--- src/rtl/bypass_pkg.sv ---
// Shared tag types, select encodings and match helper for the operand bypass network.
package bypass_pkg;

  localparam int REG_W = 5;

  localparam logic [1:0] SEL_REGFILE = 2'd0;
  localparam logic [1:0] SEL_MEM     = 2'd1;
  localparam logic [1:0] SEL_WB      = 2'd2;
  localparam logic [1:0] SEL_RET     = 2'd3;

  typedef struct packed {
    logic             valid;
    logic [REG_W-1:0] rd;
    logic             we;
    logic             load;
  } stage_tag_t;

  // r0 is hardwired, so a write to it is never a forwarding source.
  function automatic logic tag_match(input stage_tag_t t, input logic [REG_W-1:0] s);
    return t.valid & t.we & (t.rd != '0) & (t.rd == s);
  endfunction

endpackage

--- src/rtl/bypass_stage_reg.sv ---
// One pipeline tag register: async active-low reset, hold enable, synchronous valid clear.
module bypass_stage_reg #(
  parameter int W = 1
) (
  input  logic         clock,
  input  logic         reset,
  input  logic         en_i,
  input  logic         clr_i,
  input  logic         valid_i,
  input  logic [W-1:0] data_i,
  output logic         valid_o,
  output logic [W-1:0] data_o
);

  logic         valid_q;
  logic [W-1:0] data_q;

  // Clear only drops valid; the tag fields simply hold.
  always_ff @(posedge clock or negedge reset) begin
    if (!reset) begin
      valid_q <= 1'b0;
      data_q  <= '0;
    end else begin
      if (clr_i)     valid_q <= 1'b0;
      else if (en_i) valid_q <= valid_i;
      if (en_i)      data_q  <= data_i;
    end
  end

  assign valid_o = valid_q;
  assign data_o  = data_q;

endmodule

--- src/rtl/bypass_select_unit.sv ---
// Forwarding control: tracks X/M/W(/R) destination tags, drives ALU operand selects and load-use stall.
// BYPASS_RETIRE_EN adds the R stage and select 3; otherwise the regfile must write-before-read.
module bypass_select_unit
  import bypass_pkg::*;
#(
  parameter int REG_W = bypass_pkg::REG_W
) (
  input  logic             clock,
  input  logic             reset,
  input  logic             d_valid,
  input  logic [REG_W-1:0] d_rs,
  input  logic [REG_W-1:0] d_rt,
  input  logic [REG_W-1:0] d_rd,
  input  logic             d_we,
  input  logic             d_load,
  input  logic             stall_in,
  input  logic             flush,
  output logic [1:0]       sel_a,
  output logic [1:0]       sel_b,
  output logic             hazard_stall
);

  localparam int XW = 3*REG_W + 2;
  localparam int MW = REG_W + 2;
  localparam int WW = REG_W + 1;

  logic             adv;
  logic             x_valid_d;
  logic             x_v, m_v, w_v;
  logic [XW-1:0]    x_data;
  logic [MW-1:0]    m_data;
  logic [WW-1:0]    w_data;
  logic [REG_W-1:0] x_rs, x_rt, x_rd;
  logic             x_we, x_load;
  stage_tag_t       m_tag, w_tag;

  assign adv = ~stall_in;
  assign x_valid_d = d_valid & ~flush & ~hazard_stall;

  bypass_stage_reg #(.W(XW)) u_x (
    .clock(clock), .reset(reset), .en_i(adv), .clr_i(stall_in & flush),
    .valid_i(x_valid_d), .data_i({d_rs, d_rt, d_rd, d_we, d_load}),
    .valid_o(x_v), .data_o(x_data)
  );

  assign {x_rs, x_rt, x_rd, x_we, x_load} = x_data;

  bypass_stage_reg #(.W(MW)) u_m (
    .clock(clock), .reset(reset), .en_i(adv), .clr_i(1'b0),
    .valid_i(x_v), .data_i({x_rd, x_we, x_load}),
    .valid_o(m_v), .data_o(m_data)
  );

  bypass_stage_reg #(.W(WW)) u_w (
    .clock(clock), .reset(reset), .en_i(adv), .clr_i(1'b0),
    .valid_i(m_v), .data_i(m_data[MW-1:1]),
    .valid_o(w_v), .data_o(w_data)
  );

  assign m_tag = '{valid: m_v, rd: m_data[MW-1:2], we: m_data[1], load: m_data[0]};
  assign w_tag = '{valid: w_v, rd: w_data[WW-1:1], we: w_data[0], load: 1'b0};

`ifdef BYPASS_RETIRE_EN
  logic          r_v;
  logic [WW-1:0] r_data;
  stage_tag_t    r_tag;

  bypass_stage_reg #(.W(WW)) u_r (
    .clock(clock), .reset(reset), .en_i(adv), .clr_i(1'b0),
    .valid_i(w_v), .data_i(w_data),
    .valid_o(r_v), .data_o(r_data)
  );

  assign r_tag = '{valid: r_v, rd: r_data[WW-1:1], we: r_data[0], load: 1'b0};
`endif

  // A load's data is not ready in M, so it is never picked there.
  function automatic logic [1:0] pick_sel(input logic xv, input stage_tag_t m,
                                          input stage_tag_t w, input logic [REG_W-1:0] s);
    logic [1:0] sel;
    sel = SEL_REGFILE;
    if (xv) begin
      if (tag_match(m, s) && !m.load) sel = SEL_MEM;
      else if (tag_match(w, s))       sel = SEL_WB;
    end
    return sel;
  endfunction

  always_comb begin
    sel_a = pick_sel(x_v, m_tag, w_tag, x_rs);
    sel_b = pick_sel(x_v, m_tag, w_tag, x_rt);
`ifdef BYPASS_RETIRE_EN
    if (x_v && sel_a == SEL_REGFILE && tag_match(r_tag, x_rs)) sel_a = SEL_RET;
    if (x_v && sel_b == SEL_REGFILE && tag_match(r_tag, x_rt)) sel_b = SEL_RET;
`endif
  end

  assign hazard_stall = x_v & x_load & x_we & (x_rd != '0) & d_valid &
                        ((d_rs == x_rd) | (d_rt == x_rd));

endmodule
--- config.mk ---
export PLATFORM = sky130hd
export DESIGN_NAME = bypass_select_unit
export DESIGN_NICKNAME = d
export VERILOG_FILES = /design/src/rtl/bypass_pkg.sv /design/src/rtl/bypass_stage_reg.sv /design/src/rtl/bypass_select_unit.sv
export SDC_FILE = /design/constraint.sdc
export NUM_CORES = 1
export LEC_CHECK = 0
export CAP_MARGIN = 20
export CORE_MARGIN = 5
export CORE_UTILIZATION = 53
export CTS_CLUSTER_SIZE = 28
export DETAILED_ROUTE_END_ITERATION = 7
export GPL_TIMING_DRIVEN = 0
export PLACE_DENSITY = 0.85
export SETUP_SLACK_MARGIN = 0.4
export SLEW_MARGIN = 20
export SYNTH_ARGS = -nofsm -noshare
export SYNTH_HDL_FRONTEND = slang
export SYNTH_HIERARCHICAL = 1
export SYNTH_SLANG_ARGS = --single-unit
--- constraint.sdc ---
create_clock -name clock -period 1.9 [get_ports clock]
set_input_delay 0.38 -clock clock [delete_from_list [all_inputs] [get_ports clock]]
set_output_delay 0.38 -clock clock [all_outputs]
set_load 0.01 [all_outputs]
==> results of run 1 <==
## critical path, cell delays in order (launching register included)
cell	delay, ns
dfrtp_2	0.46
or4_4	0.52
o2111ai_4	0.29
nor4_4	0.06
buf_4	0.14
and2_4	0.13
buf_6	0.11
## power by group through the flow
stage          Combinational (mW)  Sequential [mW]  Clock (mW)
2_1_floorplan               0.286            0.888           0
3_3_place_gp                0.369            0.917           0
6_report                    0.517            0.916       0.563
4_1_cts                     0.471            0.907       0.561
5_1_grt                     0.551            0.928       0.605
3_5_place_dp                0.384            0.926           0
## through the flow
| step | instances | hold slack [ns] |
|---|---|---|
| finish | 238 | 0.0903 |
| global route | 238 | 0.126 |
| CTS | 233 | 0.103 |
| detailed placement | 207 | 0.481 |
| global placement | 207 | 0.502 |
| floorplan | 135 | 0.0844 |
## path summary, 6_finish.rpt
kind                                           start                         to  slack, ns
setup reg to reg           u_x/data_o[6]$_DFFE_PN0P_    u_x/valid_o$_DFFE_PN0P_      -0.29
setup / recovery           u_m/data_o[5]$_DFFE_PN0P_                   sel_a[0]      -0.52
max in group asynchronous                      reset  u_x/data_o[2]$_DFFE_PN0P_       1.29
min in group clock         u_w/data_o[0]$_DFFE_PN0P_  u_w/data_o[0]$_DFFE_PN0P_       0.53
hold reg to reg            u_w/data_o[0]$_DFFE_PN0P_  u_w/data_o[0]$_DFFE_PN0P_       0.53
hold / removal                                 reset  u_m/data_o[6]$_DFFE_PN0P_       0.09
## layer usage
metal | vias up | wire length (µm)
met3 | 16 | 189
li1 | 577 | -
met4 | 0 | 133
met5 | - | 0
met2 | 41 | 2340
met1 | 624 | 1780
## state kept, by name, summed over array words and instances, names as in the netlist
register,cells
u_x/valid_o,1
u_x/data_o,17
u_w/valid_o,1
u_w/data_o,6
u_m/data_o,7
u_m/valid_o,1
## timing repair
action                                  CTS  global route
setup buffers                            18             5
endpoints found under the setup margin    6             6
hold buffers                              0             0
pin swaps                                10            11
resized for setup                        42             5
## placed cells by master (no fill, tap or decap), drive strengths merged, types with 4 or more instances in the layout
cell type	synthesis	layout
nor2	7	7
xnor2	10	10
buf	4	33
clkdlybuf4s50	0	20
nand3	4	4
dfrtp	33	33
clkbuf	0	7
mux2	30	30
nor3	7	7
xor2	20	20
## logic make-up (layout without fill, tap and decap cells)
family	Yosys count	count (layout)	share of synthesized area [%]
AND/OR/NAND/NOR	26	26	7.70
AO/OA/AOI/OAI	4	4	2.31
multiplexers	33	33	25.2
flip-flops	33	33	46.2
buffers and inverters	7	64	3.64
XOR/XNOR	30	30	14.7
other	1	2	0.210
## cell type report
class | count | share of cell area [%]
clock buffer | 7 | 2.21
timing repair buffer | 49 | 18.0
multi-input combinational | 95 | 40.4
buffer | 4 | 2.16
sequential | 33 | 33.3
tap | 46 | 2.31
inverter | 3 | 0.451
clock inverter | 1 | 1.20
## cell usage after synthesis, drive strengths merged
cell type  number
xor2           20
xnor2          10
nand4           1
nand3           4
dfrtp          33
conb            1
nor3            7
inv             3
o311a           1
nor4            2
o2111ai         2
or4             3
mux2           30
and2            2
a22oi           1
mux2i           3
buf             4
nor2            7
==> results.txt, run 1 <==
total wire length -> 4450 µm
die width -> 68.1 µm
max-slew violations -> 0
dpl ws -> -0.553 ns
synthesized instance count -> 134
1st-pass router iterations -> 4
CP Launch Type -> flip-flop
placed cell areas -> 2140 µm²
Worst Path Max Fanout -> 4
storage element area -> 832 µm²
synth unique cells -> 21
Die H -> 68.1 µm
gr usage total -> 21.4%
Setup Skew -> 0.00737 ns
Clk pwr share -> 28.2%
Worst EP arrival -> 2.04 ns
Hold Crit Class -> in -> async
I/O pins -> 27
post-detail-place hpwl -> 2790 µm
Port Buffers -> 26
P&R area growth vs syn -> 39.7%
drt via density -> 5.29
# diodes -> 0
pwr/cell area -> 799 nW/µm²
Design Area, Final -> 2500 µm²
nets -> 213
static leakage -> 1.11 nW
routed via count -> 1258
total CTS buffers -> 5
Core Util, Final -> 75.4%
sw frac -> 29.0%
Clock Path Buffers -> 2
ranking of synthesized cells by area -> dfrtp_1 46%, mux2_4 18%, xor2_1 9.8%, mux2_2 5.0%, xnor2_1 4.9%
RD Place Congestion -> 0.800
met2 usage -> 38.1%
Tmin final -> 2.42 ns
CP Capture Type -> output port
vias in the first global route -> 1429
post-layout worst setup margin -> -0.518 ns
GRT busiest layer -> met2
GRT met3 Usage -> 4.76%
clock-pin slew on the worst setup and hold paths -> 0.11 ns
Worst-Skew Late Latency -> 0.34 ns
post-synth top area share -> 46.2%
Slew HR -> 50.9%
post-route DRC violation count -> 0
Comb pwr share -> 25.9%
Final Hold Fails -> 0
final worst-path cycle share -> 127%
CTS root buffer -> clkbuf_4
Max Fclk -> 0.414 GHz
Crit Path Class -> reg -> out
share of cells above drive strength 1 -> 46.9%
GR Util met1 -> 24.2%
area of the multi-input gates -> 1010 µm²
total grt overflow -> 0
Cell Int Power -> 1.42 mW
full die area -> 4630 µm²
setup TNS -> -2.58 ns
maximum vdd drop -> 0.000754 V
CTS tree -> yes
Seq/Total Area, Yosys -> 46.2%
R2R cell count -> 12
first-pass GRT wire length -> 7100 µm
Avg Cell Area, Syn -> 13.3 µm²
largest net degree at the start of global routing -> 34
placeable core area -> 3310 µm²
# fillers -> 191
WL/cell -> 18.7 µm
#FFs+latches synth -> 33
Ys Warns -> 6
Synth Cell Area -> 1790 µm²
CTS HTree Levels -> 2
status -> complete, but fails checks
cell taking the most area after synthesis -> dfrtp_1
Sw Pwr -> 0.579 mW
sequential power share -> 45.9%
starting density of the core -> 54.0%
CP required -> 1.52 ns
Slew @ Worst Pin -> 0.736 ns
number of clock sinks -> 33
failing checks -> negative setup slack
initial antenna violation count -> 0
initial DRC count -> 44
FP Rows -> 21
# setup viols final -> 6
Routed Antenna Nets -> 0
Max Cap Viol -> 0
Tot Pwr -> 2.00 mW
RSZ-0062 raised after global routing -> true
(Power assumes the default switching activity.)
==> run 2, diff against run 1 <==
--- a/config.mk
+++ b/config.mk
@@ -6,6 +6,7 @@
 export NUM_CORES = 1
 export LEC_CHECK = 0
 export CAP_MARGIN = 20
+export CORE_ASPECT_RATIO = 0.6
 export CORE_MARGIN = 5
 export CORE_UTILIZATION = 53
 export CTS_CLUSTER_SIZE = 28
==> results.txt, run 2 (synthesized netlist as in run 1, its figures left out) <==
Hold Crit Class -> in -> async
storage element area -> 835 µm² (+0.30%)
placed cells -> 206 (-0.48%)
Tmin final -> 2.30 ns (-0.114 ns)
placed cell areas -> 2130 µm² (about the same)
status -> complete, but fails checks
WL/cell -> 16.5 µm (-11%)
Final Hold Fails -> 0 (unchanged)
die width -> 85.0 µm (+25%)
worst-case hold slack -> 0.147 ns (+0.0564 ns)
hold_buf cts -> 0 (unchanged)
# fillers -> 224 (+17%)
final worst-path cycle share -> 121% (-6.0 points)
Worst-Skew Late Latency -> 0.29 ns (-0.05 ns)
total CTS buffers -> 5 (unchanged)
routed via count -> 1167 (-7.2%)
CP Capture Type -> output port
Die H -> 55.0 µm (-19%)
1st-pass router iterations -> 4 (unchanged)
placeable core area -> 3240 µm² (-2.0%)
# setup viols final -> 5 (-1)
initial antenna violation count -> 0 (unchanged)
largest net degree at the start of global routing -> 34 (unchanged)
CP required -> 1.52 ns (about the same)
gr usage total -> 18.3% (-3.0 points)
nets -> 205 (-3.8%)
most common cell after layout, fill and taps aside -> dfrtp_1
Setup Skew -> 0.00713 ns (-0.000235 ns)
max-slew violations -> 0 (unchanged)
area of the multi-input gates -> 980 µm² (-2.7%)
Design Area, Final -> 2380 µm² (-4.8%)
post-layout worst setup margin -> -0.404 ns (+0.114 ns)
CTS root buffer -> clkbuf_8
vias in the first global route -> 1207 (-16%)
number of clock sinks -> 33 (unchanged)
Max Cap Viol -> 0 (unchanged)
Port Buffers -> 26 (unchanged)
RD Place Congestion -> 0.771 (-3.7%)
FP Rows -> 16 (-24%)
starting density of the core -> 55.1% (+1.1 points)
most frequent cells in the layout -> 26 x dfrtp_1, 22 x mux2_4, 20 x xor2_1
Max Fclk -> 0.434 GHz (+5.0%)
total grt overflow -> 0 (unchanged)
first-pass GRT wire length -> 6220 µm (-12%)
CTS HTree Levels -> 2 (unchanged)
Layout Cells excl Fill -> 229 (-3.8%)
Clock Path Buffers -> 2 (unchanged)
maximum vdd drop -> 0.000485 V (-36%)
pwr/cell area -> 791 nW/µm² (-1.1%)
Tot Pwr -> 1.88 mW (-5.8%)
total wire length -> 3790 µm (-15%)
RSZ-0062 raised after global routing -> true
Worst Path Max Fanout -> 2 (-2)
Worst EP arrival -> 1.92 ns (-0.12 ns)
P&R area growth vs syn -> 33.1%
failing checks -> negative setup slack
I/O pins -> 27 (unchanged)
Routed Antenna Nets -> 0 (unchanged)
clock-pin slew on the worst setup and hold paths -> 0.07 ns (-0.04 ns)
share of cells above drive strength 1 -> 45.1% (-1.8 points)
CP Launch Type -> flip-flop
full die area -> 4670 µm² (+0.83%)
Slew @ Worst Pin -> 0.730 ns (-0.00560 ns)
CTS tree -> yes
post-route DRC violation count -> 0 (unchanged)
post-detail-place hpwl -> 2720 µm (-2.4%)
static leakage -> 1.06 nW (-4.9%)
Largest register FFs -> 17 (unchanged)
initial DRC count -> 38 (-14%)
Slew HR -> 51.3% (+0.37 points)
Crit Path Class -> reg -> out
drt via density -> 5.10 (-3.6%)
# diodes -> 0 (unchanged)
==> run 2: cell count changes in the layout (fill, tap and decap cells not counted), moves of 2 or more <==
cell	before	now
buf_6	14	8
clkbuf_4	5	0
clkdlybuf4s50_1	20	14
clkbuf_8	1	5
dfrtp_2	5	7
buf_4	14	12
dlygate4sd2_1	0	6
clkinv_2	0	2
dfrtp_1	28	26
==> run 2: critical path, stage by stage (launching register included) <==
cell and delay, ns:
dfrtp_2 0.41, or4_4 0.56, o2111ai_4 0.21, buf_6 0.12
nor4_2 0.04, nor3_2 0.12, buf_2 0.16
==> run 2: final timing paths <==
check / startpoint / cells after the start / slack (ns) / to
worst min-delay path: reset / 1 / 0.15 / u_w/data_o[2]$_DFFE_PN0P_
max in group asynchronous: reset / 1 / 1.23 / u_x/data_o[4]$_DFFE_PN0P_
min in group clock: d_rs[2] / 2 / 0.50 / u_x/data_o[14]$_DFFE_PN0P_
worst max-delay path: u_m/data_o[5]$_DFFE_PN0P_ / 6 / -0.40 / sel_a[1]
worst max register to register: u_x/data_o[4]$_DFFE_PN0P_ / 7 / 0.16 / u_x/valid_o$_DFFE_PN0P_
worst min register to register: u_m/data_o[0]$_DFFE_PN0P_ / 1 / 0.53 / u_m/data_o[0]$_DFFE_PN0P_
==> run 2: final cells by class <==
class | instances | share of cell area (%)
multi-input combinational | 95 | 41.2
sequential | 33 | 35.1
inverter | 3 | 0.474
clock inverter | 2 | 0.421
tap | 45 | 2.37
timing repair buffer | 41 | 15.1
clock buffer | 6 | 3.05
buffer | 4 | 2.26
==> run 2: timing repair <==
item	CTS	global route
pin swaps	9	3
buffers inserted	15	0
resized for setup	39	7
endpoints found under the setup margin	6	6
==> run 2: layer usage <==
metal | wire length [µm] | global-route usage, % | vias to the layer above
li1 | - | - | 563
met1 | 1850 | 25.2 | 577
met2 | 1730 | 28.5 | 22
met3 | 151 | 4.59 | 5
met4 | 53 | 7.11 | 0
met5 | 0 | 0 | -
==> run 2: power breakdown <==
group          switching, mW  internal (mW)  total, mW
clock network          0.250          0.253      0.503
logic                  0.173          0.289      0.463
registers              0.122          0.793      0.914
total                  0.545           1.34       1.88
==> run 2: through the flow <==
step / setup slack (ns) / TNS, ns / utilization (%)
after floorplan: 0.0719 / 0 / -
after global placement: -0.548 / -7.60 / 66.0
after detailed placement: -0.580 / -2.68 / 65.8
after CTS: -0.406 / -1.55 / 72.2
after global routing: -0.478 / -1.92 / 73.3
final: -0.404 / -1.58 / 73.3
